## src/rtl/seq_multiplier.sv

```systemverilog
// seq_multiplier: radix-2 shift-add multiplier, N-bit operands, 2N-bit product.
// Unsigned or two's-complement signed mode; one result N+1 clocks after start.
//
// Handshake: start is sampled only on a rising edge where busy = 0 (state IDLE).
// That edge captures A, B and signed_mode, and busy rises just after it. A start
// seen while busy = 1 is dropped, not queued. done is a one-cycle pulse on the
// edge that writes P, and busy is already 0 in that cycle. Start held high is
// therefore taken again on the very next edge, which gives one result every
// N+2 cycles.
module seq_multiplier #(
  parameter int N = 8
) (
  input  logic           clk,
  input  logic           rstn,
  input  logic           start,
  input  logic           signed_mode,
  input  logic [N-1:0]   A,
  input  logic [N-1:0]   B,
  output logic           busy,
  output logic           done,
  output logic [2*N-1:0] P,
  output logic [1:0]     state_dbg
);

  localparam int W  = 2 * N;
  localparam int CW = (N > 1) ? $clog2(N) : 1;

  localparam logic [N-1:0]  ONE_N    = {{(N-1){1'b0}}, 1'b1};
  localparam logic [W-1:0]  ONE_W    = {{(W-1){1'b0}}, 1'b1};
  localparam logic [CW-1:0] CNT_ONE  = {{(CW-1){1'b0}}, 1'b1};
  localparam logic [CW-1:0] CNT_LAST = CW'(N - 1);

  typedef enum logic [1:0] {
    IDLE = 2'd0,
    CALC = 2'd1,
    FIN  = 2'd2
  } state_t;

  state_t state_q, state_d;

  // Operation registers. The operands are held as unsigned magnitudes; the sign
  // of the product is kept apart in neg_q and applied once, in FIN.
  logic [N-1:0]  mcand_q;
  logic [N-1:0]  mplier_q;
  logic [W-1:0]  acc_q;
  logic [CW-1:0] cnt_q;
  logic          neg_q;
  logic          mode_q;
  logic [W-1:0]  p_q;
  logic          done_q;

  // Magnitudes of the incoming operands.
  logic          a_neg, b_neg;
  logic [N-1:0]  a_mag, b_mag;
  logic          accept;
  logic          last_step;
  logic [W-1:0]  partial;

  // Magnitudes of the incoming operands. In signed mode a negative value is
  // negated. -2^(N-1) negates to itself, and that bit pattern read as unsigned
  // is exactly 2^(N-1), so no extra bit is needed.
  always_comb begin
    a_neg = signed_mode & A[N-1];
    b_neg = signed_mode & B[N-1];
    a_mag = a_neg ? (~A + ONE_N) : A;
    b_mag = b_neg ? (~B + ONE_N) : B;
  end

  assign accept    = (state_q == IDLE) && start;
  assign last_step = (cnt_q == CNT_LAST);
  // Multiplicand aligned to the bit of the multiplier that is consumed this step.
  assign partial   = W'(mcand_q) << cnt_q;

  // State register.
  always_ff @(posedge clk or negedge rstn) begin
    if (!rstn) begin
      state_q <= IDLE;
    end else begin
      state_q <= state_d;
    end
  end

  // Next-state logic: IDLE -> CALC on start, N steps in CALC, then one FIN cycle.
  always_comb begin
    state_d = state_q;
    case (state_q)
      IDLE:    if (start) state_d = CALC;
      CALC:    if (last_step) state_d = FIN;
      FIN:     state_d = IDLE;
      default: state_d = IDLE;
    endcase
  end

  // Operand capture and shift-add iteration.
  always_ff @(posedge clk or negedge rstn) begin
    if (!rstn) begin
      mcand_q  <= '0;
      mplier_q <= '0;
      acc_q    <= '0;
      cnt_q    <= '0;
      neg_q    <= 1'b0;
      mode_q   <= 1'b0;
    end else if (accept) begin
      mcand_q  <= a_mag;
      mplier_q <= b_mag;
      acc_q    <= '0;
      cnt_q    <= '0;
      neg_q    <= signed_mode & (A[N-1] ^ B[N-1]);
      mode_q   <= signed_mode;
    end else if (state_q == CALC) begin
      if (mplier_q[0]) begin
        acc_q <= acc_q + partial;
      end
      mplier_q <= mplier_q >> 1;
      cnt_q    <= cnt_q + CNT_ONE;
    end
  end

  // Result write and done pulse. A zero magnitude product negates to zero, so
  // the sign correction never produces a negative zero.
  always_ff @(posedge clk or negedge rstn) begin
    if (!rstn) begin
      p_q    <= '0;
      done_q <= 1'b0;
    end else begin
      done_q <= 1'b0;
      if (state_q == FIN) begin
        p_q    <= neg_q ? (~acc_q + ONE_W) : acc_q;
        done_q <= 1'b1;
      end
    end
  end

  assign busy      = (state_q != IDLE);
  assign done      = done_q;
  assign P         = p_q;
  assign state_dbg = state_q;

  // The captured mode is kept for debug visibility only; the result path needs
  // only the sign in neg_q.
  logic mode_unused;
  assign mode_unused = mode_q;

endmodule

```

## config.mk

```make
export PLATFORM = sky130hd
export DESIGN_NAME = seq_multiplier
export DESIGN_NICKNAME = d
export VERILOG_FILES = /design/src/rtl/seq_multiplier.sv
export SDC_FILE = /design/constraint.sdc
export NUM_CORES = 1
export LEC_CHECK = 0
export ABC_AREA = 1
export CORE_ASPECT_RATIO = 0.5
export CORE_MARGIN = 5
export CORE_UTILIZATION = 40
export CTS_CLUSTER_SIZE = 25
export DETAILED_ROUTE_END_ITERATION = 10
export GPL_TIMING_DRIVEN = 0
export PLACE_DENSITY = 0.69
export SKIP_CTS_REPAIR_TIMING = 1
export SYNTH_ARGS = -nofsm -noshare
export SYNTH_HDL_FRONTEND = slang
export SYNTH_SLANG_ARGS = --single-unit
```

## constraint.sdc

```tcl
create_clock -name clk -period 2.1 [get_ports clk]
set_clock_uncertainty 0.15 [all_clocks]
set_input_delay 0.315 -clock clk [delete_from_list [all_inputs] [get_ports clk]]
set_output_delay 0.315 -clock clk [all_outputs]
set_load 0.02 [all_outputs]
```

==> flow_metrics.py, run 1 <==
metrics = {
    "run": {
        "maxCapViolations": 0,
    },
    "worst_setup_path": {
        "arrival_ns": 2.52,
        "setup.worst_path.start_class": "flip-flop",
        "critPathMaxStageDelay_ns": 0.45,
        "critical_path_buf_inv_count": 3,
        "slowest_stage": "dfrtp_2",
        "worstPathMaxFanout": 5,
        "worstPathRequired_ns": 2.14,
        "end_kind": "flip-flop",
        "path_class": "flip-flop to flip-flop",
        "reg2regPathDepth": 16,
        "path_common_cell": "nand2_1",
        "crit_cells": 16,
        "critical-path-top-delay-family": "simple AND/OR/NAND/NOR gates",
        "crit_chain": "buf_6 > mux2i_4 > o21ai_2 > nand2_1 > o21ai_1 > ha_1 > buf_6 > nand2_4 > inv_4 > nand2_4 > nor3_4 > nand2_2 > nand2_1 > nand2_1 > nand3_2 > nand2_1",
    },
    "cts": {
        "cts_max_level": 2,
        "clk_path_buf_depth": 2,
        "clock_latency_ns": 0.29,
        "path_clk_slew_ns": 0.07,
        "cts_root_buf": "clkbuf_16",
        "tritoncts": "done",
        "numCtsBuffers": 5,
        "cts.sink_count": 55,
    },
    "floorplan": {
        "ios": 40,
        "rows": 25,
        "die_h_um": 80.7,
        "die_area_sq_um": 12200,
        "initial_core_util_pct": 41.7,
        "die_w_um": 151,
        "core_sq_um": 9600,
    },
    "sta": {
        "rsz0062_at_grt": "true",
        "hold_violations": 0,
        "min_period_ns": 2.48,
        "setup_slack_ns": -0.377,
        "hold_ws_ns": 0.331,
        "post-route-period-util_pct": 118,
        "setup_viol": 13,
        "maxSlewViolCount": 0,
        "worst_pin_slew_ns": 0.469,
        "max_freq_mhz": 404,
        "slew-limit-headroom_pct": 68.8,
        "fin_setup_tns_ns": -3.75,
    },
    "logic_synthesis": {
        "syn_inst": 587,
        "ys_seq_area_share_pct": 34.4,
        "synth_nets": 628,
        "ys_types": 37,
        "synth.avg_cell_area_sq_um": 6.82,
        "synth_warnings": 0,
        "synthesis.area_sq_um": 4000,
        "synth.ff_latch_count": 55,
    },
    "grt": {
        "antenna_found_initial": 0,
        "grt_pass1_wl_mm": 17.0,
        "grt_max_degree": 37,
        "grt_use_total_pct": 17.3,
        "grt_remaining_overflow": 0,
        "grt_pass1_vias": 3540,
    },
    "finish": {
        "regArea_sq_um": 1380,
        "layout_common_cells": "182 x nand2_1, 64 x inv_1, 54 x dfrtp_1, 38 x o21ai_0, 38 x clkdlybuf4s50_1",
        "final_layout_size_suffix_gt1_share_pct": 18.4,
        "fin_nets": 688,
        "multi_input_area_sq_um": 2530,
        "area_delta_synth_final_pct": 29.5,
        "diodes": 0,
        "final_common_cell": "nand2_1",
        "nFillCells": 903,
    },
    "routing": {
        "wl_met1_mm": 5.22,
        "drt_iter0_drc": 193,
        "highest_layer": "met4",
        "wl_met2_mm": 4.33,
        "vias": 3804,
        "wl_per_cell_um": 13.0,
        "firstDrtPassIters": 4,
        "ant_nets": 0,
        "drc": 0,
        "dr_wl_met3_um": 560,
        "drt-total-wl_mm": 10.2,
        "viasPerCell": 4.86,
    },
    "placement": {
        "io_buffers": 39,
        "gp_congestion": 0.865,
        "dp_hpwl_mm": 7.69,
    },
    "power": {
        "p_per_area_nw_per_um2": 1670,
        "irDropWorstVdd_mv": 0.695,
        "p_leak_nw": 2.60,
        "power_mw": 8.66,
    },
    "status": {
        "violations": "negative setup slack",
        "status": "finished, violations left",
    },
    "hold_path": {
        "holdPathStages": 2,
        "hold_class": "flip-flop to flip-flop",
    },
}
## area by class of cell
cell class                 instances  share of cell area, %
tap                              135                   3.26
buffer                            11                   1.69
clock inverter                     3                   1.30
multi-input combinational        442                   48.9
timing repair buffer              53                   9.90
inverter                          79                   5.94
clock buffer                       5                   2.41
sequential                        55                   26.6
## report_power, final
part | total, mW | switching [mW] | internal (mW)
registers | 1.93 | 0.432 | 1.50
logic | 5.67 | 3.40 | 2.27
clock network | 1.06 | 0.379 | 0.683
## through the flow
stage               cell area (sq um)  worst slack, ns  util [%]  std cells
global placement                 4600            -1.09      47.9        761
finish                           5180           -0.377      54.0        783
detailed placement               4610           -0.420      48.0        762
global route                     5180           -0.519      54.0        783
CTS                              4800           -0.428      50.0        770
floorplan                        4040          -0.0634         -        587
## final timing paths
path / start / end / slack (ns)
max in group asynchronous: rstn / P[9]$_DFFE_PN0P_ / 0.89
min: mplier_q[2]$_DFFE_PN0P_ / mplier_q[2]$_DFFE_PN0P_ / 0.33
max reg2reg: cnt_q[0]$_DFFE_PN0P_ / acc_q[14]$_DFFE_PN0P_ / -0.38
min in group asynchronous: rstn / mplier_q[2]$_DFFE_PN0P_ / 0.36
min reg2reg: mplier_q[2]$_DFFE_PN0P_ / mplier_q[2]$_DFFE_PN0P_ / 0.33
max: cnt_q[0]$_DFFE_PN0P_ / acc_q[14]$_DFFE_PN0P_ / -0.38
## Yosys cell counts
cell      instances  area, sq um
a22oi_1           2         15.0
inv_2             6         22.5
nor2_1           43          161
nand3_4           1         17.5
nand4_1           8         50.1
dfrtp_1          55         1380
nand3b_1          5         37.5
nor2_2            1         6.26
buf_6             2         22.5
o21ai_0          51          255
ha_1             20          250
inv_1            70          263
nor2_4            1         11.3
xor2_1           14          123
nand3_1          42          210
clkbuf_1          3         11.3
or2_0             1         6.26
o221ai_1          1         8.76
nor2_8            1         20.0
nand2_4           3         33.8
inv_4             1         6.26
o21ai_1           9         45.0
mux2i_1           3         30.0
buf_4             1         7.51
o21ai_2           3         26.3
nand2_2           2         12.5
buf_2             5         25.0
a31oi_1           2         12.5
nor3_1            3         15.0
a21oi_1          15         75.1
fa_1              1         20.0
xnor2_1           2         17.5
clkinv_1          2         7.51
o31ai_1           1         7.51
o22ai_1           4         25.0
and2_1            2         12.5
nand2_1         201          754
## flip-flops by register name, indices dropped and copies added, names as in the netlist
| name | flops |
|---|---|
| cnt_q | 3 |
| mplier_q | 8 |
| acc_q | 16 |
| mcand_q | 8 |
| P | 16 |
| done | 1 |
| state_dbg | 2 |
| neg_q | 1 |
## routing by layer
layer,global-route usage (%),vias up
li1,-,2006
met1,25.2,1700
met2,26.7,90
met3,3.10,8
met4,3.80,0
met5,0,-
## cells by family after synthesis
kind of cell    Yosys count  share of synthesized area (%)
simple gates            314                           33.7
buf+inv                  90                           9.13
compound gates           88                           11.8
flops                    55                           34.4
fa+ha+maj                21                           6.75
xor+xnor                 16                           3.50
mux                       3                          0.750
## worst register-to-register path, stage by stage (launching register included)
cell     delay (ns)
dfrtp_2        0.45
buf_6          0.15
mux2i_4        0.25
o21ai_2        0.10
nand2_1        0.06
o21ai_1        0.07
ha_1           0.37
buf_6          0.13
nand2_4        0.05
inv_4          0.06
nand2_4        0.05
nor3_4         0.18
nand2_2        0.07
nand2_1        0.06
nand2_1        0.06
nand3_2        0.07
nand2_1        0.06
Note: power is estimated with default switching activity, not from simulation.
==> run 2, diff against run 1 <==
- GPL_ROUTABILITY_DRIVEN: default -> 0
- PLACE_DENSITY: 0.69 -> default
- SLEW_MARGIN: default -> 20
==> run 2 against run 1 <==
  * The flow still finishes with violations (negative setup slack)
  * Global-route usage fell by 0.35 points
  * Non-clock buffer count increased by 1
  * Hold slack got worse by 0.0029 ns
  * Critical path depth fell by 3
  * Utilization fell by 1.6 points
  * Setup slack better by 0.090 ns
  * Die area unchanged
  * First-iteration DRC count down 8.8%
  * Sequential cell count unchanged
  * Sequential share of layout area is 0.84 points higher
  * Register-to-register slack improved by 0.09 ns
  * Largest cell class unchanged
==> flow_metrics.py, run 2 (same netlist as run 1, synthesis figures left out) <==
metrics = {
    "status": {
        "status": "finished, violations left",
        "violations": "negative setup slack",
    },
    "floorplan": {
        "die_h_um": 80.7,
        "ios": 40,
        "die_w_um": 151,
        "core_sq_um": 9600,
        "die_area_sq_um": 12200,
        "rows": 25,
        "initial_core_util_pct": 41.7,
    },
    "power": {
        "p_per_area_nw_per_um2": 1620,
        "seqPwrFrac_pct": 23.6,
        "irDropWorstVdd_mv": 0.562,
        "switching_power_mw": 3.96,
        "p_leak_nw": 2.53,
        "switching_share_pct": 48.7,
        "pwr-share-clk_pct": 10.2,
        "intPower_mw": 4.17,
        "combPwrFrac_pct": 66.1,
    },
    "grt": {
        "grt_pass1_wl_mm": 16.6,
        "grt_pass1_vias": 3503,
        "antenna_found_initial": 0,
        "grt_remaining_overflow": 0,
        "grt_max_degree": 56,
        "grt_use_total_pct": 17.0,
    },
    "cts": {
        "clk_path_buf_depth": 2,
        "numCtsBuffers": 5,
        "path_clk_slew_ns": 0.07,
        "clock_latency_ns": 0.29,
        "cts.sink_count": 55,
        "cts_max_level": 2,
        "cts_root_buf": "clkbuf_16",
        "tritoncts": "done",
    },
    "worst_setup_path": {
        "setup.worst_path.start_class": "flip-flop",
        "end_kind": "flip-flop",
        "path_class": "flip-flop to flip-flop",
        "worstPathMaxFanout": 5,
        "reg2reg_setup_slack_ns": -0.29,
        "crit_path_end": "acc_q[15]$_DFFE_PN0P_",
        "worstPathRequired_ns": 2.13,
        "startpoint": "cnt_q[0]$_DFFE_PN0P_",
        "worstReg2RegEnd": "acc_q[15]$_DFFE_PN0P_",
        "reg2regPathDepth": 13,
        "arrival_ns": 2.42,
        "regToRegStartpoint": "cnt_q[0]$_DFFE_PN0P_",
    },
    "sta": {
        "worst_pin_slew_ns": 0.697,
        "setup_viol": 13,
        "hold_violations": 0,
        "slew-limit-headroom_pct": 53.5,
        "maxSlewViolCount": 0,
        "setup_slack_ns": -0.287,
        "fin_setup_tns_ns": -2.64,
        "min_period_ns": 2.39,
        "rsz0062_at_grt": "true",
        "post-route-period-util_pct": 114,
        "max_freq_mhz": 419,
    },
    "finish": {
        "multi_input_area_sq_um": 2430,
        "fin_nets": 690,
        "final_layout_size_suffix_gt1_share_pct": 15.4,
        "regArea_sq_um": 1380,
        "area_delta_synth_final_pct": 25.7,
        "final_common_cell": "nand2_1",
        "nFillCells": 955,
        "diodes": 0,
        "layout_common_cells": "187 x nand2_1, 67 x inv_1, 53 x dfrtp_1, 41 x nor2_1, 39 x nand3_1",
    },
    "routing": {
        "viasPerCell": 4.72,
        "vias": 3701,
        "drc": 0,
        "ant_nets": 0,
        "firstDrtPassIters": 4,
        "wl_per_cell_um": 12.6,
        "drt-total-wl_mm": 9.84,
        "drt_iter0_drc": 176,
    },
    "placement": {
        "io_buffers": 39,
        "dp_hpwl_mm": 7.55,
        "preCtsSetupSlack_ns": -0.507,
    },
    "hold_path": {
        "hold_class": "flip-flop to flip-flop",
    },
    "run": {
        "maxCapViolations": 0,
    },
}
## run 2: cell count changes in the layout (fill, tap and decap cells not counted), sizes merged
cell,change
buf,+2
clkinv,+1
bufinv,-2
## run 2: final cells by class
| class | count | area share, % |
|---|---|---|
| multi-input combinational | 442 | 48.4 |
| sequential | 55 | 27.4 |
| timing repair buffer | 54 | 10.1 |
| inverter | 79 | 6.02 |
| tap | 135 | 3.36 |
| clock buffer | 6 | 2.76 |
| buffer | 11 | 1.74 |
| clock inverter | 1 | 0.0995 |
| timing repair inverter | 1 | 0.0995 |
## run 2: worst min-delay path by stage
stage | startpoint | endpoint | slack [ns] | cells past startpoint
floorplan | rstn | P[0]$_DFFE_PN0P_ | -0.13 | 0
global placement | mplier_q[2]$_DFFE_PN0P_ | mplier_q[2]$_DFFE_PN0P_ | 0.31 | 2
detailed placement | rstn | mplier_q[2]$_DFFE_PN0P_ | 0.26 | 1
CTS | rstn | mplier_q[2]$_DFFE_PN0P_ | -0.05 | 1
global route | P[11]$_DFFE_PN0P_ | P[11]$_DFFE_PN0P_ | 0.35 | 2
finish | P[12]$_DFFE_PN0P_ | P[12]$_DFFE_PN0P_ | 0.33 | 2
## run 2: power groups by stage
stage | sequential (mW) | combinational (mW) | clock [mW]
floorplan | 1.98 | 3.20 | 0
global placement | 1.89 | 4.47 | 0
detailed placement | 1.90 | 4.53 | 0
CTS | 1.88 | 4.54 | 0.854
global route | 1.99 | 6.05 | 0.907
finish | 1.92 | 5.38 | 0.831
## run 2: metrics by stage
step	cell area (sq um)	cells	utilization, %	hold WS (ns)	total power, mW
6_report	5030	784	52.4	0.328	8.13
5_1_grt	5030	784	52.4	0.351	8.95
4_1_cts	4740	768	49.3	-0.0549	7.28
3_5_place_dp	4590	761	47.8	0.261	6.43
3_3_place_gp	4600	761	47.9	0.308	6.36
2_1_floorplan	4040	587	-	-0.131	5.18
## run 2: critical path: stages (launching register included)
cell and delay, ns:
dfrtp_2 0.44, buf_6 0.15, o21ai_2 0.20, nand2_2 0.11, o21ai_2 0.15, ha_1 0.30
nand2_2 0.12, inv_1 0.04, a21oi_1 0.13, nand2_1 0.12, nand2_2 0.11, nand2_1 0.08
a21oi_1 0.12, nor2_1 0.06
## run 2: per-layer routing
layer  GRT usage [%]  vias up  share of wire (%)
met5               0        -                  0
met2            26.6       57                 41
met3            3.04        6                3.8
met1            24.6     1623                 54
met4            3.35        0               0.85
li1                -     2015                  -
==> run 3, diff against run 2 <==
--- a/constraint.sdc
+++ b/constraint.sdc
@@ -4,2 +4,2 @@
 set_output_delay 0.315 -clock clk [all_outputs]
-set_load 0.02 [all_outputs]
+set_load 0.005 [all_outputs]
==> results of run 3 <==
The final DEF is identical to that of run 2. Status: finished, violations left: negative setup slack.
Main changes from that run: total power 8.13 mW -> 7.95 mW; worst IR drop on VDD 0.562 mV -> 0.561 mV
==> RTL change 1 (flow settings as in run 3) <==
Set the parameter `N` to 16 (it was 8).
--- a/src/rtl/seq_multiplier.sv
+++ b/src/rtl/seq_multiplier.sv
@@ -8,7 +8,7 @@
 // therefore taken again on the very next edge, which gives one result every
 // N+2 cycles.
 module seq_multiplier #(
-  parameter int N = 8
+  parameter int N = 16
 ) (
   input  logic           clk,
   input  logic           rstn,
Ports: changed (resized A, B and P); port bits go from 40 to 72. The function was not compared with the original's and may differ.
==> RTL change 1 against run 3 <==
The run still ends with setup timing left; count of clock-buffer cells in the layout rose by 7; synthesized area rose by 120%; cell area rose by 130%; sequential cell count rose by 49; routed wire length rose to 2.8 times the old value; worst setup slack got worse by 0.66 ns; synthesized cell count rose by 140%; total power rose to 2.6 times the old value; largest cell class unchanged; largest power group unchanged.
==> RTL change 1: results <==
metrics = {
    "synth": {
        "synth.mux.area_fraction_pct": 0.457,
        "number_of_distinct_library_cells_after_synthesis": 52,
        "synthesis.instances": 1388,
        "postSynthNetCount": 1460,
        "yosysSeqAreaShare_pct": 29.7,
        "post_synth_xor_area_fraction_pct": 3.20,
    },
    "setup_path": {
        "max_stage_delay_ns": 0.52,
        "crit_arrival_ns": 3.19,
        "cpLargestDelayFamily": "simple AND/OR/NAND/NOR gates",
    },
    "detailed_routing": {
        "drt_pre_antenna_iters": 7,
        "wl_met2_um": 11900,
        "vias_per_cell": 5.06,
        "drt-met1-wl_um": 13300,
    },
    "sta": {
        "worst_slew_pin_tran_ns": 0.581,
        "setup-tns-final_ns": -22.79,
        "layout_setup_ws_ns": -0.945,
        "timing.final.setup_violations": 31,
    },
    "status": {
        "violations": "setup timing",
        "run_status": "finished with violations",
    },
    "global_routing": {
        "pin_count_of_the_biggest_net_entering_global_routing": 69,
        "grtUsageMet2_pct": 31.5,
        "grt_first_pass_wirelength_um": 42600,
        "first_global_vias": 8330,
    },
    "finish": {
        "fillerInstances": 2133,
        "num-nets-final": 1569,
    },
    "place": {
        "port_buffers": 71,
        "numPlacedInstances": 1760,
        "placed_area_mm2": 0.00999,
    },
    "clock_network": {
        "cts_max_level": 3,
        "insertion_delay_ns": 0.37,
        "cts_sinks": 104,
    },
    "power_and_ir_drop": {
        "max-vdd-ir-drop_mv": 0.727,
    },
}
-- RTL change 1: changes by cell type after synthesis, sizes merged, moves of 24 or more --
| cell | before | now |
|---|---|---|
| nand3 | 43 | 101 |
| nor2 | 46 | 118 |
| a21oi | 15 | 39 |
| dfrtp | 55 | 104 |
| inv | 77 | 193 |
| o21ai | 63 | 139 |
| nand2 | 206 | 519 |
-- RTL change 1: kinds of logic after synthesis --
group,count (synthesis)
mux,4
xor+xnor,32
compound gates,201
fa+ha+maj,36
flops,104
buf+inv,230
simple gates,781
-- RTL change 1: layout make-up --
cell class	count	share of cell area, %
buffer	36	2.04
clock buffer	13	2.36
clock inverter	3	0.404
inverter	194	6.49
multi-input combinational	1054	54.2
sequential	104	22.7
tap	300	3.27
timing repair buffer	98	8.49
-- RTL change 1: where the power goes --
group          internal [mW]  total [mW]  switching, mW
combinational           5.94        15.2           9.29
sequential              2.84        3.76          0.919
clock                   1.03        1.80          0.775
==> RTL change 2 (config.mk and constraints of run 3) <==
Made on the original files. Make the reset (`rstn`) synchronous in 3 clocked blocks.
--- a/src/rtl/seq_multiplier.sv
+++ b/src/rtl/seq_multiplier.sv
@@ -72,7 +72,7 @@
   assign partial   = W'(mcand_q) << cnt_q;
 
   // State register.
-  always_ff @(posedge clk or negedge rstn) begin
+  always_ff @(posedge clk) begin
     if (!rstn) begin
       state_q <= IDLE;
     end else begin
@@ -92,7 +92,7 @@
   end
 
   // Operand capture and shift-add iteration.
-  always_ff @(posedge clk or negedge rstn) begin
+  always_ff @(posedge clk) begin
     if (!rstn) begin
       mcand_q  <= '0;
       mplier_q <= '0;
@@ -118,7 +118,7 @@
 
   // Result write and done pulse. A zero magnitude product negates to zero, so
   // the sign correction never produces a negative zero.
-  always_ff @(posedge clk or negedge rstn) begin
+  always_ff @(posedge clk) begin
     if (!rstn) begin
       p_q    <= '0;
       done_q <= 1'b0;
Formal check against the unedited RTL: differs if rstn is asserted again (counterexample within 4 cycles, from zero or initial values and one cycle with rstn low); with rstn held inactive, the same outputs for 10 cycles.
==> RTL change 2 against run 3 <==
The flow still finishes with violations (setup timing); cell area increased by 3.3%; worst setup slack got worse by 0.17 ns; synthesized cell count grew 12%; sequential cell count unchanged; die area increased by 0.93%; sequential share of layout area is 6.1 points lower; non-clock buffer count grew 3; synthesized area grew 1.0%; routed wire length rose by 12%; critical path depth is 3 higher.
Power is left out: it rests on default switching activity, and per cell area and clock period it moved more than threefold.
==> RTL change 2: results <==
metrics = {
    "status": {
        "run_status": "finished with violations",
        "violations": "setup timing",
    },
    "sta": {
        "timing.final.setup_violations": 13,
        "slew_headroom_pct": 67.8,
        "layout_setup_ws_ns": -0.460,
    },
    "global_routing": {
        "pin_count_of_the_biggest_net_entering_global_routing": 20,
        "grt.total_usage_pct": 17.9,
        "first_global_vias": 3777,
        "grt_first_pass_wirelength_um": 18300,
    },
    "synth": {
        "netlist_top_cells_count": "190 x sky130_fd_sc_hd__nand2_1, 106 x sky130_fd_sc_hd__inv_1, 62 x sky130_fd_sc_hd__nor2_1, 55 x sky130_fd_sc_hd__dfxtp_1, 49 x sky130_fd_sc_hd__nand3_1",
        "synthFlopType": "sky130_fd_sc_hd__dfxtp_1",
        "synthTopCellsByArea": "sky130_fd_sc_hd__dfxtp_1 27%, sky130_fd_sc_hd__nand2_1 18%, sky130_fd_sc_hd__inv_1 9.8%",
        "yosysSeqAreaShare_pct": 27.2,
        "number_of_distinct_library_cells_after_synthesis": 39,
        "synth_largest_type_area_fraction_pct": 27.2,
        "async_flop_share_pct": 0,
    },
    "setup_path": {
        "crit_arrival_ns": 2.59,
        "slowest_stage": "sky130_fd_sc_hd__ha_1",
        "max_stage_delay_ns": 0.39,
    },
    "place": {
        "place_ws_ns": -0.527,
        "hpwl_um": 8540,
    },
    "clock_network": {
        "cts_made_buffers": 5,
        "cts_root_buffer_type": "sky130_fd_sc_hd__clkbuf_16",
    },
    "detailed_routing": {
        "dr.first_iter.drc_count": 270,
    },
    "finish": {
        "num-nets-final": 758,
        "fillerInstances": 1029,
        "final_layout_size_suffix_gt1_share_pct": 15.2,
    },
}
## RTL change 2: cell count changes after synthesis, moves of 7 or more
cell,delta
sky130_fd_sc_hd__nand3_1,+7
sky130_fd_sc_hd__dfxtp_1,+55
sky130_fd_sc_hd__a21oi_1,+28
sky130_fd_sc_hd__o21ai_0,-7
sky130_fd_sc_hd__dfrtp_1,-55
sky130_fd_sc_hd__inv_1,+36
sky130_fd_sc_hd__nand2_1,-11
sky130_fd_sc_hd__nor2_1,+19
## RTL change 2: per-stage QoR
step	cells	hold WS, ns	area (µm²)
after global placement	830	0.304	4640
after CTS	838	0.316	4790
after global routing	853	0.339	5190
after detailed placement	830	0.303	4640
after floorplan	656	0.291	4080
final	853	0.319	5190
## RTL change 2: cell families (layout without fill, tap and decap cells)
kind of cell,Yosys count,in the layout,synth area share (%)
DFF,55,55,27.2
and+or+nand+nor,328,328,34.6
buffers and inverters,127,189,12.8
xor gates and xnor gates,12,12,2.60
AOI/OAI and AO/OA,109,109,15.1
muxes,4,4,0.990
adders and majority gates,21,21,6.69
## RTL change 2: cell type report
class	count	area [µm²]	share of cell area [%]
inverters	112	433	8.33
repair buffers	53	531	10.2
plain buffers	15	126	2.43
clock inverters	3	26.3	0.506
multi-input cells	474	2670	51.5
well taps	135	169	3.25
repair inverters	1	5.00	0.0963
clock buffers	5	125	2.41
flip-flops and latches	55	1110	21.3
## RTL change 2: worst paths after layout
path | startpoint | endpoint | slack [ns] | cells past startpoint
worst min register to register | mplier_q[4] | mplier_q[4] | 0.32 | 2
worst min-delay path | mplier_q[4] | mplier_q[4] | 0.32 | 2
worst max-delay path | cnt_q[0] | acc_q[15] | -0.46 | 16
worst max register to register | cnt_q[0] | acc_q[15] | -0.46 | 16
## RTL change 2: critical path, delay by kind of cell, from the launching register on
family / cells / cell delay, ns
and+or+nand+nor: 9 / 0.82
AOI/OAI and AO/OA: 3 / 0.33
muxes: 1 / 0.14
DFF: 1 / 0.36
adders and majority gates: 1 / 0.39
buffers and inverters: 2 / 0.27
## RTL change 2: per-layer routing
metal,vias to the layer above,track usage (%),wire length [µm]
met5,-,0,0
met4,0,2.42,56
met3,6,3.14,474
met2,77,27.9,4640
met1,1896,26.6,5880
li1,2221,-,-
